[config.mk]
export PLATFORM = sky130hd
export DESIGN_NAME = exam_stim_sequencer_flat
export DESIGN_NICKNAME = d
export VERILOG_FILES = /design/src/rtl/exam_stim_sequencer_if.sv /design/src/rtl/exam_stim_sequencer.sv /design/src/flat_wrapper.sv
export SDC_FILE = /design/constraint.sdc
export NUM_CORES = 1
export LEC_CHECK = 0
export ABC_CLOCK_PERIOD_IN_PS = 2500
export CORE_MARGIN = 3
export CORE_UTILIZATION = 40
export DETAILED_ROUTE_END_ITERATION = 10
export GPL_ROUTABILITY_DRIVEN = 0
export GPL_TIMING_DRIVEN = 0
export HOLD_SLACK_MARGIN = 0.15
export PLACE_DENSITY = 0.71
export SLEW_MARGIN = 10
export SYNTH_ARGS = -nofsm -noshare
export SYNTH_HDL_FRONTEND = slang
export SYNTH_SLANG_ARGS = --single-unit
[constraint.sdc]
create_clock -name clk -period 2.5 [get_ports clk]
set_clock_uncertainty 0.2 [all_clocks]
set_input_delay 0.375 -clock clk [delete_from_list [all_inputs] [get_ports clk]]
set_output_delay 0.375 -clock clk [all_outputs]
set_load 0.02 [all_outputs]
[src/rtl/exam_stim_sequencer_if.sv]
// Bundle of the sequencer's handshake and datapath-facing signals.
// master : the sequencer (drives stim and the result outputs)
// slave  : the surrounding exam datapath / environment
interface exam_stim_sequencer_if #(
  parameter int IN_W  = 2,
  parameter int OUT_W = 1,
  parameter int CNT_W = 8
);
  logic             start;
  logic [OUT_W-1:0] exp_o;
  logic [OUT_W-1:0] usr_o;
  logic [IN_W-1:0]  stim;
  logic             busy;
  logic             done;
  logic             pass;
  logic [CNT_W-1:0] fail_cnt;
  logic [IN_W-1:0]  first_fail_vec;
  logic             first_fail_valid;

  modport master (
    input  start, exp_o, usr_o,
    output stim, busy, done, pass, fail_cnt, first_fail_vec, first_fail_valid
  );

  modport slave (
    output start, exp_o, usr_o,
    input  stim, busy, done, pass, fail_cnt, first_fail_vec, first_fail_valid
  );
endinterface

[src/rtl/exam_stim_sequencer.sv]
// exam_stim_sequencer: exhaustive, clocked stimulus sweep for the exam
// answer-checking datapath. Each vector is held for SETTLE cycles, then the
// reference and candidate outputs are compared for one cycle. Mismatches are
// counted (saturating) and the first failing vector is captured.
// Optional build macro: EXAM_STOP_ON_FAIL_EN -- the first mismatch ends the
// sweep immediately with stim left on the failing vector.
module exam_stim_sequencer #(
  parameter int IN_W   = 2,
  parameter int OUT_W  = 1,
  parameter int SETTLE = 2,
  parameter int CNT_W  = 8
) (
  input  logic                   clk,
  input  logic                   rst,
  exam_stim_sequencer_if.master  bus
);

  // Settle counter must be at least one bit wide even when SETTLE == 1.
  localparam int CW = (SETTLE > 1) ? $clog2(SETTLE) : 1;
  localparam logic [CW-1:0]    RELOAD   = CW'(SETTLE - 1);
  localparam logic [CNT_W-1:0] CNT_MAX  = {CNT_W{1'b1}};
  localparam logic [IN_W-1:0]  STIM_MAX = {IN_W{1'b1}};

  typedef enum logic [1:0] {
    S_IDLE   = 2'd0,
    S_APPLY  = 2'd1,
    S_SAMPLE = 2'd2,
    S_DONE   = 2'd3
  } state_t;

  state_t           state_q, state_d;
  logic [IN_W-1:0]  stim_q, stim_d;
  logic             busy_q, busy_d;
  logic             done_q, done_d;
  logic             pass_q, pass_d;
  logic [CNT_W-1:0] cnt_q, cnt_d;
  logic [IN_W-1:0]  ffv_q, ffv_d;
  logic             ffvalid_q, ffvalid_d;
  // Sticky "any mismatch this sweep"; pass relies on it because fail_cnt saturates.
  logic             any_q, any_d;
  logic [CW-1:0]    settle_q, settle_d;
  logic             mismatch_s;

  // Next-state and next-output logic for the sweep FSM.
  always_comb begin
    state_d    = state_q;
    stim_d     = stim_q;
    busy_d     = busy_q;
    done_d     = done_q;
    pass_d     = pass_q;
    cnt_d      = cnt_q;
    ffv_d      = ffv_q;
    ffvalid_d  = ffvalid_q;
    any_d      = any_q;
    settle_d   = settle_q;
    mismatch_s = 1'b0;

    case (state_q)
      S_IDLE, S_DONE: begin
        if (bus.start) begin
          stim_d    = {IN_W{1'b0}};
          cnt_d     = {CNT_W{1'b0}};
          ffv_d     = {IN_W{1'b0}};
          ffvalid_d = 1'b0;
          any_d     = 1'b0;
          done_d    = 1'b0;
          pass_d    = 1'b0;
          busy_d    = 1'b1;
          settle_d  = RELOAD;
          state_d   = S_APPLY;
        end else begin
          state_d = state_q;
        end
      end

      S_APPLY: begin
        if (settle_q != {CW{1'b0}}) begin
          settle_d = settle_q - CW'(1'b1);
        end else begin
          state_d = S_SAMPLE;
        end
      end

      S_SAMPLE: begin
        // Operand buses are only looked at here, so X elsewhere is harmless.
        mismatch_s = (bus.exp_o != bus.usr_o);
        if (mismatch_s) begin
          any_d = 1'b1;
          if (cnt_q != CNT_MAX) begin
            cnt_d = cnt_q + CNT_W'(1'b1);
          end else begin
            cnt_d = cnt_q;
          end
          if (!ffvalid_q) begin
            ffv_d     = stim_q;
            ffvalid_d = 1'b1;
          end else begin
            ffv_d = ffv_q;
          end
        end else begin
          any_d = any_q;
        end
`ifdef EXAM_STOP_ON_FAIL_EN
        if (mismatch_s) begin
          state_d = S_DONE;
          busy_d  = 1'b0;
          done_d  = 1'b1;
          pass_d  = 1'b0;
        end else if (stim_q == STIM_MAX) begin
`else
        if (stim_q == STIM_MAX) begin
`endif
          state_d = S_DONE;
          busy_d  = 1'b0;
          done_d  = 1'b1;
          pass_d  = ~(any_q | mismatch_s);
        end else begin
          stim_d   = stim_q + IN_W'(1'b1);
          settle_d = RELOAD;
          state_d  = S_APPLY;
        end
      end

      default: begin
        state_d = S_IDLE;
        busy_d  = 1'b0;
      end
    endcase
  end

  // State and result registers with asynchronous reset.
  always_ff @(posedge clk or posedge rst) begin
    if (rst) begin
      state_q   <= S_IDLE;
      stim_q    <= {IN_W{1'b0}};
      busy_q    <= 1'b0;
      done_q    <= 1'b0;
      pass_q    <= 1'b0;
      cnt_q     <= {CNT_W{1'b0}};
      ffv_q     <= {IN_W{1'b0}};
      ffvalid_q <= 1'b0;
      any_q     <= 1'b0;
      settle_q  <= {CW{1'b0}};
    end else begin
      state_q   <= state_d;
      stim_q    <= stim_d;
      busy_q    <= busy_d;
      done_q    <= done_d;
      pass_q    <= pass_d;
      cnt_q     <= cnt_d;
      ffv_q     <= ffv_d;
      ffvalid_q <= ffvalid_d;
      any_q     <= any_d;
      settle_q  <= settle_d;
    end
  end

  assign bus.stim             = stim_q;
  assign bus.busy             = busy_q;
  assign bus.done             = done_q;
  assign bus.pass             = pass_q;
  assign bus.fail_cnt         = cnt_q;
  assign bus.first_fail_vec   = ffv_q;
  assign bus.first_fail_valid = ffvalid_q;

endmodule

[src/flat_wrapper.sv]
// flat-port wrapper written by rule: the top's interface ports become plain ports
module exam_stim_sequencer_flat 
#(
  parameter int IN_W   = 2,
  parameter int OUT_W  = 1,
  parameter int SETTLE = 2,
  parameter int CNT_W  = 8
)
  (clk, rst, bus_start, bus_exp_o, bus_usr_o, bus_stim, bus_busy, bus_done, bus_pass, bus_fail_cnt, bus_first_fail_vec, bus_first_fail_valid);
  exam_stim_sequencer_if #(.IN_W(IN_W), .OUT_W(OUT_W), .CNT_W(CNT_W)) bus_i ();
  input  logic clk;
  input  logic rst;
  input wire logic [$bits(bus_i.start)-1:0] bus_start;
  input wire logic [$bits(bus_i.exp_o)-1:0] bus_exp_o;
  input wire logic [$bits(bus_i.usr_o)-1:0] bus_usr_o;
  output wire logic [$bits(bus_i.stim)-1:0] bus_stim;
  output wire logic [$bits(bus_i.busy)-1:0] bus_busy;
  output wire logic [$bits(bus_i.done)-1:0] bus_done;
  output wire logic [$bits(bus_i.pass)-1:0] bus_pass;
  output wire logic [$bits(bus_i.fail_cnt)-1:0] bus_fail_cnt;
  output wire logic [$bits(bus_i.first_fail_vec)-1:0] bus_first_fail_vec;
  output wire logic [$bits(bus_i.first_fail_valid)-1:0] bus_first_fail_valid;
  assign bus_i.start = bus_start;
  assign bus_i.exp_o = bus_exp_o;
  assign bus_i.usr_o = bus_usr_o;
  assign bus_stim = bus_i.stim;
  assign bus_busy = bus_i.busy;
  assign bus_done = bus_i.done;
  assign bus_pass = bus_i.pass;
  assign bus_fail_cnt = bus_i.fail_cnt;
  assign bus_first_fail_vec = bus_i.first_fail_vec;
  assign bus_first_fail_valid = bus_i.first_fail_valid;
  exam_stim_sequencer #(.IN_W(IN_W), .OUT_W(OUT_W), .SETTLE(SETTLE), .CNT_W(CNT_W)) u_core (.clk(clk), .rst(rst), .bus(bus_i));
endmodule
==> impl.org <==
** Pwr
- Tot Pwr :: between 1 and 1.5 mW
- Dividing total power by cell area gives a power density of around 780 nW/µm².
- For this design the static power due to leakage is around 0.58 nW.
- Part of the total power dissipated in combinational logic :: 0.439
- Worst vdd rail ir drop :: roughly 0.6 mV
- Summed over all nets, the switching power comes to ~400 µW.
- The internal portion of the total power is between 600 and 700 µW.
- Of the total power, the clock network draws 0.157.
- Of the total power, the share spent switching nets is 0.395.
- The share of total power dissipated in sequential elements is 0.403.

** Synth
- Dominant combinational cell family by area after synthesis :: compound AO/OA/AOI/OAI gates
- Post-synth EDFFs :: 0
- Synthesized Nets :: about 110
- Top cells by area in the synthesized netlist :: sky130_fd_sc_hd__dfrtp_1 (46%), sky130_fd_sc_hd__ha_1 (6.0%), sky130_fd_sc_hd__o21ai_0 (4.3%)
- Avg Inst Size Synth :: 10.1 µm²
- Synthesis instantiated 35 different standard cells from the library.
- Compound-Gate Fraction of Synth Area :: 0.232
- Counting flops and latches in the post-synthesis netlist gives 19.
- Of the post-synthesis cell area, the dominant cell type holds 0.457.
- Top cells by instance count after synthesis :: sky130_fd_sc_hd__dfrtp_1 (19), sky130_fd_sc_hd__o21ai_0 (9), sky130_fd_sc_hd__a21oi_1 (8), sky130_fd_sc_hd__nand2_1 (8)
- For this run, the leading register cell type out of synthesis is sky130_fd_sc_hd__dfrtp_1.
- Post-Synth Adder-Cell Area :: 0.0602
- sky130_fd_sc_hd__dfrtp_1 takes more of the synthesized area than any other cell.
- Mapped Cells :: approximately 100
- Number of warning messages in the yosys log :: 0
- Cell with the most instances after synthesis :: sky130_fd_sc_hd__dfrtp_1
- Portion of netlist area occupied by mux cells :: 0.0517
- Sequential-to-total area share from yosys stat :: 0.457
- Summing every instance area after synthesis gives 1040 µm².
- Post-synthesis async set-or-reset flop share :: 1.00
- Xor-xnor portion of the synthesized cell area :: 0.0168
- Simple-gate share of the synthesized area :: 0.156

** Timing
- Post-route setup TNS :: 0 ns
- Time the final worst path needs with I/O delays and setup :: between 2 and 2.5 ns
- Static timing analysis puts the maximum clock frequency at around 420 MHz.
- Setup repair after global routing missed its margin :: false
- Final worst slack :: between 0.1 and 0.15 ns
- Final count of negative-setup-slack endpoints :: 0
- The number of hold-slack violations in the final timing report came to 0.
- Final Max Slew Viols :: 0
- Portion of the clock cycle consumed by the worst path in the final layout :: 0.944
- Worst slew pin tran :: between 0.7 and 0.8 ns
- Measured against its own limit, the worst slew margin works out to 0.514.

** Routing
- The detailed router finished its first iteration with 13 violations.
- Iteration count of the initial detailed-routing pass :: 4
- Final wirelength :: about 2300 µm
- Using the TritonRoute via totals, the vias-per-cell ratio works out to 5.55.
- Average detailed-routed wire length per instance :: between 10 and 15 µm
- The routed layout has 861 vias.
- Total DRC errors in the routed layout :: 0
- The count of nets left with antenna violations once routing finished came out at 0.

** CTS
- Clock transition time at the flip-flop clock pins of the worst setup and hold paths :: about 0.11 ns
- Clk sink count :: 19
- TritonCTS created 3 clock buffers.
- Root cell of the clock tree :: sky130_fd_sc_hd__clkbuf_4
- Buffers added to address setup during post-CTS repair amount to 0.
- Maximum root-to-sink buffer count :: 2
- Once the clock tree was built, the resizer swapped 0 gates to a different size.
- TritonCTS clock tree :: built
- CTS built an H-tree with a depth of 1.
- Clock latency on the worst-skew pair :: around 0.3 ns
- Hold repair after CTS inserted 0 buffers.

** Floorplan
- After floorplanning, the core was divided into 17 placement rows.
- Overall die width :: between 50 and 60 µm
- Die Height :: 57.0 µm
- In this run the standard cell core region covers ~2300 µm².
- Initial standard-cell utilization of the core :: 0.444
- During I/O placement, the number of pins put on the boundary was 21.
- Die Area :: around 3200 µm²

** Setup path
- Among all stages on the critical path, the largest delay is contributed by sky130_fd_sc_hd__a2111oi_4.
- For the worst setup path, the data arrival time is roughly 2.4 ns.
- Flop-to-flop setup slack :: 0.14 ns
- The worst setup path is captured at a register.
- Traced cell by cell, the critical path runs through inv_1, ha_1, and2b_1, a2111oi_4, a41oi_1, a31oi_1.
- The cell family contributing the most delay on the critical path is compound AO/OA/AOI/OAI gates.
- For this run, the slowest stage of the critical path takes roughly 0.56 ns.
- The worst setup path is of the reg2reg kind.
- STA classifies the critical path startpoint as a register.
- Number of buffer and inverter instances along the worst setup path :: 1
- Required time of the critical path :: between 2 and 3 ns
- In this run the worst path has a maximum fanout of 10.

** Cells and area
- For this run, the share of the core covered by cells in the final layout is 0.556.
- Antenna Diode Count :: 0
- Count of filler cells inserted in the layout :: 207
- Fraction of layout instances using a drive strength above 1 :: 0.0866
- Summing all non-filler instances in the final layout gives an area of ~1300 µm².
- Synthesis-to-layout area growth :: 25.2%
- After the last flow step, the layout net total stands at 138.

** Hold path
- The tightest min-delay check is of the in2async type.

** GRT
- Total global routing overflow :: 0
- Number of antenna violations at the first check in global routing :: 0
- Across every metal layer, demand over resource in global routing totals 0.154.
- The via count of the first global-routing pass came to 834.
- Entering global routing, the biggest net connects 20 pins.
- First-pass GRT wire length :: about 3900 µm

** Run
- The tool flagged a number of max-cap violations equal to 0.

** Placement
- Setup Slack @ Placement :: about 0.11 ns
- DP HPWL :: 1680 µm
- Area of placed instances :: 1270 µm²
- Total of buffers placed on input and output ports :: 20

** Status
- Run status :: finished clean
-- cell families after synthesis --
kind of cell	count (synthesis)
compound gates	34
xor+xnor	2
fa+ha+maj	5
buf+inv	7
flops	19
mux	5
simple gates	31
-- metal layers --
layer  vias up  GRT usage  part of all wire
met4         0     0.0464            0.0086
met2        15      0.248              0.51
met1       413      0.199              0.44
met5         -          0                 0
met3         2     0.0498             0.038
li1        431          -                 -
-- power groups by stage --
| stage | sequential, mW | clock (mW) | combinational, mW |
|---|---|---|---|
| floorplan | 0.435 | 0 | 0.281 |
| global placement | 0.409 | 0 | 0.426 |
| detailed placement | 0.413 | 0 | 0.442 |
| CTS | 0.407 | 0.164 | 0.446 |
| global route | 0.417 | 0.176 | 0.492 |
| finish | 0.407 | 0.159 | 0.444 |
-- layout by cell type, fill, tap and decap left out, types with 2 or more instances in the layout --
cell type	n
sky130_fd_sc_hd__nand2b_1	2
sky130_fd_sc_hd__nor2_1	6
sky130_fd_sc_hd__clkdlybuf4s50_1	20
sky130_fd_sc_hd__nor3_1	3
sky130_fd_sc_hd__mux2i_1	2
sky130_fd_sc_hd__inv_1	6
sky130_fd_sc_hd__ha_1	5
sky130_fd_sc_hd__o21ai_0	9
sky130_fd_sc_hd__a31oi_1	3
sky130_fd_sc_hd__a21o_1	2
sky130_fd_sc_hd__mux2_2	3
sky130_fd_sc_hd__nand3_1	3
sky130_fd_sc_hd__clkbuf_4	3
sky130_fd_sc_hd__nand2_1	8
sky130_fd_sc_hd__a21oi_1	8
sky130_fd_sc_hd__dfrtp_1	19
sky130_fd_sc_hd__and3_1	2
sky130_fd_sc_hd__a22o_1	3
sky130_fd_sc_hd__clkbuf_1	2
-- through the flow --
| step | std cells | hold slack [ns] |
|---|---|---|
| 2_1_floorplan | 103 | 0.126 |
| 4_1_cts | 155 | 0.315 |
| 6_report | 155 | 0.284 |
| 5_1_grt | 155 | 0.343 |
| 3_5_place_dp | 151 | 0.301 |
| 3_3_place_gp | 151 | 0.289 |
-- layout make-up --
class | instances | area (µm²) | area share
clock buffer | 4 | 26.3 | 0.0202
inverter | 6 | 22.5 | 0.0173
multi-input combinational | 77 | 538 | 0.413
buffer | 1 | 3.75 | 0.00288
timing repair buffer | 20 | 200 | 0.154
sequential | 19 | 475 | 0.365
tap | 28 | 35.0 | 0.0269
-- registers in the layout, summed over array words and instances, names as in the netlist --
signal and cells:
u_core.state_q 2, u_core.bus.stim 2, u_core.bus.first_fail_valid 1, u_core.bus.first_fail_vec 2, u_core.settle_q 1, u_core.bus.busy 1, u_core.bus.done 1, u_core.bus.pass 1
u_core.bus.fail_cnt 8
-- worst paths after layout --
| check | from | to | cells past startpoint |
|---|---|---|---|
| min in group clk | u_core.bus.pass | u_core.bus.pass | 2 |
| setup reg to reg | u_core.state_q[0] | u_core.bus.fail_cnt[5] | 6 |
| setup / recovery | u_core.state_q[0] | u_core.bus.fail_cnt[5] | 6 |
| hold / removal | rst | u_core.bus.fail_cnt[6] | 2 |
| max in group asynchronous | rst | u_core.bus.done | 2 |
| hold reg to reg | u_core.bus.pass | u_core.bus.pass | 2 |
Note: power is estimated with default switching activity, not from simulation.
